$ cat src/rtl/spi_packet_rx_if.sv
// Bundle between the SPI packet receiver and its environment: the serial pins
// coming in plus the committed-packet results and the channel register bank going out.
interface spi_packet_rx_if #(
  parameter int ADDR_W = 8,
  parameter int DATA_W = 16,
  parameter int NUM_CH = 4
);
  // There is no ready/valid handshake. cs/sck/sdi are free-running asynchronous pins.
  // pkt_valid, frame_err and addr_err are single-cycle pulses, and exactly one pulses per frame.
  // pkt_addr, pkt_data and ch_data are level outputs that hold until the next good commit.
  logic                       cs;
  logic                       sck;
  logic                       sdi;
  logic                       pkt_valid;
  logic [ADDR_W-1:0]          pkt_addr;
  logic [DATA_W-1:0]          pkt_data;
  logic [NUM_CH*DATA_W-1:0]   ch_data;
  logic                       frame_err;
  logic                       addr_err;

  modport master (
    output cs, sck, sdi,
    input  pkt_valid, pkt_addr, pkt_data, ch_data, frame_err, addr_err
  );

  modport slave (
    input  cs, sck, sdi,
    output pkt_valid, pkt_addr, pkt_data, ch_data, frame_err, addr_err
  );
endinterface

$ cat src/rtl/spi_packet_rx.sv
// SPI slave receiver: oversamples cs/sck/sdi and shifts in one ADDR_W+DATA_W packet,
// MSB first, per cs-high frame. It commits good packets into a NUM_CH-entry register bank.
module spi_packet_rx #(
  parameter int ADDR_W      = 8,
  parameter int DATA_W      = 16,
  parameter int NUM_CH      = 4,
  parameter int SYNC_STAGES = 2
) (
  input  logic              clk,
  input  logic              reset,
  spi_packet_rx_if.slave    bus,
  output logic [1:0]        dbg_state
);
  localparam int PKT_W = ADDR_W + DATA_W;
  localparam int CNT_W = $clog2(PKT_W + 2);
  localparam logic [CNT_W-1:0] CNT_FULL = CNT_W'(PKT_W);
  localparam logic [CNT_W-1:0] CNT_MAX  = CNT_W'(PKT_W + 1);
  localparam logic [ADDR_W:0]  NUM_CH_X = (ADDR_W+1)'(NUM_CH);

  typedef enum logic [1:0] {
    IDLE   = 2'd0,
    SHIFT  = 2'd1,
    COMMIT = 2'd2
  } state_t;

  state_t state, state_nxt;

  logic [SYNC_STAGES-1:0] cs_sync, sck_sync, sdi_sync;
  logic                   cs_s, sck_s, sdi_s;
  logic                   cs_s_d, sck_s_d;
  logic                   cs_rise, cs_fall, sck_rise;

  logic [PKT_W-1:0]       shreg;
  logic [CNT_W-1:0]       cnt;
  logic                   clr, shift_en, do_commit;

  logic                   pkt_valid_q, frame_err_q, addr_err_q;
  logic [ADDR_W-1:0]      pkt_addr_q;
  logic [DATA_W-1:0]      pkt_data_q;
  logic [NUM_CH*DATA_W-1:0] ch_q;

  logic [ADDR_W-1:0]      sh_addr;
  logic [DATA_W-1:0]      sh_data;
  logic                   addr_oob;

  assign cs_s  = cs_sync[SYNC_STAGES-1];
  assign sck_s = sck_sync[SYNC_STAGES-1];
  assign sdi_s = sdi_sync[SYNC_STAGES-1];

  // The *_d flops hold the synchronised value one clock earlier, for edge detection.
  // Because they reset to 0, a cs held high through reset release is seen as a rise.
  assign cs_rise  =  cs_s & ~cs_s_d;
  assign cs_fall  = ~cs_s &  cs_s_d;
  assign sck_rise =  sck_s & ~sck_s_d;

  always_ff @(posedge clk or posedge reset) begin
    if (reset) begin
      cs_sync  <= '0;
      sck_sync <= '0;
      sdi_sync <= '0;
      cs_s_d   <= 1'b0;
      sck_s_d  <= 1'b0;
    end else begin
      cs_sync  <= {cs_sync[SYNC_STAGES-2:0],  bus.cs};
      sck_sync <= {sck_sync[SYNC_STAGES-2:0], bus.sck};
      sdi_sync <= {sdi_sync[SYNC_STAGES-2:0], bus.sdi};
      cs_s_d   <= cs_s;
      sck_s_d  <= sck_s;
    end
  end

  always_ff @(posedge clk or posedge reset) begin
    if (reset) state <= IDLE;
    else       state <= state_nxt;
  end

  // An sck rise that coincides with cs_fall is dropped, because cs_s is already low.
  always_comb begin
    state_nxt = state;
    clr       = 1'b0;
    shift_en  = 1'b0;
    do_commit = 1'b0;
    case (state)
      IDLE: begin
        if (cs_rise) begin
          state_nxt = SHIFT;
          clr       = 1'b1;
        end
      end
      SHIFT: begin
        if (cs_fall)       state_nxt = COMMIT;
        else if (sck_rise) shift_en  = 1'b1;
      end
      COMMIT: begin
        do_commit = 1'b1;
        state_nxt = IDLE;
      end
      default: state_nxt = IDLE;
    endcase
  end

  assign sh_addr  = shreg[PKT_W-1 -: ADDR_W];
  assign sh_data  = shreg[DATA_W-1:0];
  assign addr_oob = {1'b0, sh_addr} >= NUM_CH_X;

  always_ff @(posedge clk or posedge reset) begin
    if (reset) begin
      shreg       <= '0;
      cnt         <= '0;
      pkt_valid_q <= 1'b0;
      frame_err_q <= 1'b0;
      addr_err_q  <= 1'b0;
      pkt_addr_q  <= '0;
      pkt_data_q  <= '0;
      ch_q        <= '0;
    end else begin
      pkt_valid_q <= 1'b0;
      frame_err_q <= 1'b0;
      addr_err_q  <= 1'b0;
      if (clr) begin
        shreg <= '0;
        cnt   <= '0;
      end else if (shift_en) begin
        shreg <= {shreg[PKT_W-2:0], sdi_s};
        if (cnt != CNT_MAX) cnt <= cnt + 1'b1;
      end
      // The counter saturates at PKT_W+1, so any over-long frame still reads as a frame error.
      if (do_commit) begin
        if (cnt != CNT_FULL) begin
          frame_err_q <= 1'b1;
        end else if (addr_oob) begin
          addr_err_q <= 1'b1;
        end else begin
          pkt_valid_q <= 1'b1;
          pkt_addr_q  <= sh_addr;
          pkt_data_q  <= sh_data;
          for (int i = 0; i < NUM_CH; i++) begin
            if (sh_addr == ADDR_W'(i)) ch_q[i*DATA_W +: DATA_W] <= sh_data;
          end
        end
      end
    end
  end

  assign bus.pkt_valid = pkt_valid_q;
  assign bus.frame_err = frame_err_q;
  assign bus.addr_err  = addr_err_q;
  assign bus.pkt_addr  = pkt_addr_q;
  assign bus.pkt_data  = pkt_data_q;
  assign bus.ch_data   = ch_q;
  assign dbg_state     = state;
endmodule

$ cat src/flat_wrapper.sv
// flat-port wrapper written by rule: the top's interface ports become plain ports
module spi_packet_rx_flat 
#(
  parameter int ADDR_W      = 8,
  parameter int DATA_W      = 16,
  parameter int NUM_CH      = 4,
  parameter int SYNC_STAGES = 2
)
  (clk, reset, dbg_state, bus_cs, bus_sck, bus_sdi, bus_pkt_valid, bus_pkt_addr, bus_pkt_data, bus_ch_data, bus_frame_err, bus_addr_err);
  spi_packet_rx_if #(.ADDR_W(ADDR_W), .DATA_W(DATA_W), .NUM_CH(NUM_CH)) bus_i ();
  input  logic clk;
  input  logic reset;
  output logic [1:0] dbg_state;
  input wire logic [$bits(bus_i.cs)-1:0] bus_cs;
  input wire logic [$bits(bus_i.sck)-1:0] bus_sck;
  input wire logic [$bits(bus_i.sdi)-1:0] bus_sdi;
  output wire logic [$bits(bus_i.pkt_valid)-1:0] bus_pkt_valid;
  output wire logic [$bits(bus_i.pkt_addr)-1:0] bus_pkt_addr;
  output wire logic [$bits(bus_i.pkt_data)-1:0] bus_pkt_data;
  output wire logic [$bits(bus_i.ch_data)-1:0] bus_ch_data;
  output wire logic [$bits(bus_i.frame_err)-1:0] bus_frame_err;
  output wire logic [$bits(bus_i.addr_err)-1:0] bus_addr_err;
  assign bus_i.cs = bus_cs;
  assign bus_i.sck = bus_sck;
  assign bus_i.sdi = bus_sdi;
  assign bus_pkt_valid = bus_i.pkt_valid;
  assign bus_pkt_addr = bus_i.pkt_addr;
  assign bus_pkt_data = bus_i.pkt_data;
  assign bus_ch_data = bus_i.ch_data;
  assign bus_frame_err = bus_i.frame_err;
  assign bus_addr_err = bus_i.addr_err;
  spi_packet_rx #(.ADDR_W(ADDR_W), .DATA_W(DATA_W), .NUM_CH(NUM_CH), .SYNC_STAGES(SYNC_STAGES)) u_core (.clk(clk), .reset(reset), .bus(bus_i), .dbg_state(dbg_state));
endmodule
$ cat config.mk
export PLATFORM = sky130hd
export DESIGN_NAME = spi_packet_rx_flat
export DESIGN_NICKNAME = d
export VERILOG_FILES = /design/src/rtl/spi_packet_rx_if.sv /design/src/rtl/spi_packet_rx.sv /design/src/flat_wrapper.sv
export SDC_FILE = /design/constraint.sdc
export NUM_CORES = 1
export LEC_CHECK = 0
export ABC_CLOCK_PERIOD_IN_PS = 10000
export CELL_PAD_IN_SITES_DETAIL_PLACEMENT = 1
export CELL_PAD_IN_SITES_GLOBAL_PLACEMENT = 1
export CORE_ASPECT_RATIO = 0.5
export CORE_MARGIN = 4
export CORE_UTILIZATION = 44
export CTS_CLUSTER_DIAMETER = 40
export DETAILED_ROUTE_END_ITERATION = 10
export GPL_ROUTABILITY_DRIVEN = 0
export HOLD_SLACK_MARGIN = 0.1
export PLACE_DENSITY_LB_ADDON = 0.25
export REMOVE_ABC_BUFFERS = 1
export SYNTH_ARGS = -nofsm -noshare
export SYNTH_HDL_FRONTEND = slang
export SYNTH_SLANG_ARGS = --single-unit
export TNS_END_PERCENT = 1
$ cat constraint.sdc
create_clock -name clk -period 10 [get_ports clk]
set_input_delay 2 -clock clk [delete_from_list [all_inputs] [get_ports clk]]
set_output_delay 2 -clock clk [all_outputs]
set_load 0.05 [all_outputs]
After elaboration in Yosys (flattened, before gate mapping)
Cells that the tools add are included.
- output and inout port bits: 93
- logic and storage cells: 69
- flip-flop bits (word level): 130
- reductions and logical operators: 11
- mux-type cells: 22
- equality and inequality tests: 9
- bitwise gates (word level): 8
- add/sub/neg operators: 1
- magnitude comparators: 1
- operators with widths (kind ; count):
    $mux 24 ; 2
    $eq 8x2->1 const B ; 2
    $reduce_and 4->1 ; 4
    $mux 5 ; 3
    $mux 1 ; 14
    $ne 5x5->1 const B ; 2
    $eq 8x1->1 const B ; 1
    $ge 8x3->1 const B ; 1
    $logic_not 8->1 ; 1
    $add 5x1->5 const B ; 1
    $not 1->1 ; 5
    $mux 2 ; 2
    $ne 2x1->1 const B ; 2
    $pmux 2 s2 ; 1
    $reduce_and 2->1 ; 2
    $reduce_bool 2->1 ; 2
    $and 1x1->1 ; 3
    $reduce_and 3->1 ; 1
    $eq 2x1->1 const B ; 1
    $eq 2x2->1 const B ; 1
    $logic_not 2->1 ; 1

Longest topological paths before layout
- depth after elaboration: 7
- mapped depth: 7
- mapped depth without buffers: 5

Worst setup path after synthesis
OpenSTA, ideal clock, no wires.
- kind: register -> output
- from: register u_core.state[0] (netlist: u_core.dbg_state[0])
- to: output dbg_state[0]
- cell stages (with the launch flop): 1
- arrival time: 626 ps
- buffers on the path: 0
- path slack: 7374 ps
- data required time: 8000 ps
- cells stage by stage: dfrtp_1
- RTL lines (element ; line ; source):
    start, declared ; spi_packet_rx.sv:26 ; state_t state, state_nxt;
    start signal, assigned ; spi_packet_rx.sv:74 ; else state <= state_nxt;
    end, declared ; flat_wrapper.sv:13 ; output logic [1:0] dbg_state;
No word-level cell between the ends.

Worst setup path after layout
- from: register u_core.state[1] (netlist: u_core.dbg_state[1])
- to: output dbg_state[1]
No word-level cell between the ends.

==> results.ini <==
[outcome]
outcome = complete, no violations

[clocking]
holdBufCountCts = 0
insertion_delay_ns = 0.41
htreeDepth = 4
cts.sink_count = 130
post_cts_buffers = 0
post_cts_resized = 0
cts-root-buf = clkbuf_16
cts_buffers = 17
cts.path.max_buffers = 2
cts_tree = yes
clk_pin_slew_ns = 0.06

[worst_setup_path]
path_delay_family = buffers and inverters
cp_slowest_stage_delay_ns = 0.90
path_buf_inv = 1
worstSetupPathType = reg2out
cp_max_fo = 12
crit_slowest_cell = clkdlybuf4s50_1
cp_cell_sequence = clkdlybuf4s50_1
start_kind = register
crit_path_end_kind = output port
cp.arrival_ns = 1.90
required_ns = 8.00

[sta]
clock_skew_ns = 0.00983
rsz0062_at_grt = no
fin_crit_ns = 3.90
max-slew-margin-rel = 0.262
worst_pin_slew_ns = 1.11
max_freq_mhz = 256
final.setup.tns_ns = 0
period_share = 0.390
finalHoldViolCount = 0
timing.final.max_slew_violations = 0
fin_hold_ws_ns = 0.346
finalSetupViolCount = 0

[place]
hpwl_mm = 8.67
port_buffers = 97
placed_cell_area_um2 = 6210
placed_cells = 601

[logic_synthesis]
yosysWarnings = 0
synth_top_flop_cell = dfrtp_1
synth_cell_type_count = 32
ys_seq_area_frac = 0.636
synth_area_leaders = dfrtp_1 64%, mux2_2 18%, a21oi_1 2.6%, nand3_1 2.4%, o21ai_0 2.3%
synth_common_cells = 130 x dfrtp_1, 83 x mux2_2, 27 x a21oi_1, 25 x nand3_1, 24 x o21ai_0
synth_largest_area_cell = dfrtp_1
synth_area_um2 = 5110
yosysMostFrequentCell = dfrtp_1
syn_area_per_cell_um2 = 14.0
ys_seq_elements = 130
netlist_instances = 365
yosysTopAreaCellShare = 0.636
synth_edf_count = 0
synthArstFlopShare = 1.00

[pwr]
vdd_drop_max_v = 0.000137
power.density_nw_per_um2 = 182
internal_power_mw = 0.972
power.leakage_nw = 3.29
sw_frac_of_total = 0.216
combPwrFrac = 0.040
power_frac_seq = 0.441
totalPowerFinal_mw = 1.24
switching_power_mw = 0.267
p_clk_frac = 0.519

[routing]
wl_per_cell_um = 21.6
drc = 0
totalWireLength_mm = 13.6
vias_per_cell = 5.45
drt_first_iter_violations = 195
antenna_left = 0
firstDrtPassIters = 4
vias = 3452

[min_path]
hp-class = reg2reg

[floorplanning]
fp.coreArea_um2 = 11200
design.die.area_um2 = 13500
ios = 98
die_height_um = 84.2
rows = 27
start_util = 0.457
die_w_um = 160

[grt]
gr-total-overflow = 0
grt_pass1_wl_mm = 22.2
grt_max_degree = 75
grt_busiest_layer = met2
met2_usage = 0.369
grt_usage = 0.212
antenna_found_initial = 0
grt_use_met1 = 0.259
grt_pass1_vias = 3911
grt_use_met3 = 0.0613

[finish]
area_growth_pct = 33.4
diodes = 0
drive_above_1_share = 0.266
stdcell_count = 633
stdcell_area_um2 = 6820
fin_nets = 469

[job]
maxCapViolCount = 0

cell type report:
cell class                      instances  area [um^2]
Sequential cell                       130         3250
Multi-Input combinational cell        207         1740
Fill cell                            1067         4360
Timing Repair Buffer                  100          993
Clock buffer                           21          450
Inverter                                5         21.3
Tap cell                              159          199
Clock inverter                         11          160
power by group through the flow:
| stage | Sequential, mW | Clock (mW) | Combinational (mW) |
|---|---|---|---|
| after floorplan | 0.555 | 0 | 0.0289 |
| after global routing | 0.549 | 0.683 | 0.0566 |
| after detailed placement | 0.556 | 0 | 0.0504 |
| after global placement | 0.555 | 0 | 0.0451 |
| final | 0.547 | 0.643 | 0.0495 |
| after CTS | 0.547 | 0.654 | 0.0510 |
routing by layer:
layer / vias up / part of all wire
met5: - / 0
li1: 1501 / -
met4: 0 / 0.0068
met1: 1860 / 0.43
met3: 8 / 0.039
met2: 83 / 0.53
layout by cell type (no fill, tap or decap), drive strengths merged, types with 2 or more instances in the layout:
cell type	Yosys	layout
a21oi	27	27
and2	6	6
and4b	3	3
buf	9	3
bufinv	0	4
clkbuf	14	21
clkdlybuf4s50	0	97
clkinv	0	5
clkinvlp	0	2
dfrtp	130	130
ha	3	3
inv	5	5
mux2	83	83
mux2i	3	3
nand2	6	6
nand3	25	25
nand4	6	6
nor2	2	2
nor2b	3	3
nor3	2	2
nor4	2	2
nor4b	2	2
nor4bb	3	3
o21ai	24	24
flip-flops by register name, indices dropped and copies added, names as in the netlist:
name	cells
u_core.bus.ch_data	64
u_core.shreg	24
u_core.bus.pkt_data	16
u_core.bus.pkt_addr	8
u_core.cnt	5
u_core.cs_sync	2
u_core.dbg_state	2
u_core.sck_sync	2
u_core.sdi_sync	2
u_core.bus.addr_err	1
u_core.bus.frame_err	1
u_core.bus.pkt_valid	1
u_core.cs_s_d	1
u_core.sck_s_d	1
metrics by stage:
stage,worst slack [ns],util
after floorplan,4.53,-
after CTS,6.08,0.610
after detailed placement,6.00,0.555
final,6.10,0.610
after global placement,6.17,0.555
after global routing,6.02,0.610
worst register-to-register path: cells and delay by family (launching register included):
family           cells  cell delay, ns
multiplexers         1            0.39
AND/OR/NAND/NOR      2            1.66
flip-flops           1            0.53
cell families after synthesis:
kind of cell | after synthesis | synth area share
simple gates | 64 | 0.0854
compound gates | 54 | 0.0541
mux | 86 | 0.189
buf+inv | 28 | 0.0281
flops | 130 | 0.636
fa+ha+maj | 3 | 0.00734
final timing paths:
path	from	endpoint	slack [ns]	depth (start not counted)
worst min-delay path	u_core.cs_sync[0]$_DFF_PP0_	u_core.cs_sync[1]$_DFF_PP0_	0.35	0
worst max register to register	u_core.dbg_state[1]$_DFFE_PP0P_	u_core.cnt[1]$_DFFE_PP0P_	7.31	3
worst max-delay path	u_core.dbg_state[1]$_DFFE_PP0P_	dbg_state[1]	6.10	1
worst min register to register	u_core.cs_sync[0]$_DFF_PP0_	u_core.cs_sync[1]$_DFF_PP0_	0.35	0
max in group asynchronous	reset	u_core.bus.ch_data[12]$_DFFE_PP0P_	6.52	3
min in group asynchronous	reset	u_core.bus.pkt_addr[3]$_DFFE_PP0P_	2.07	2
(Power assumes the default switching activity.)
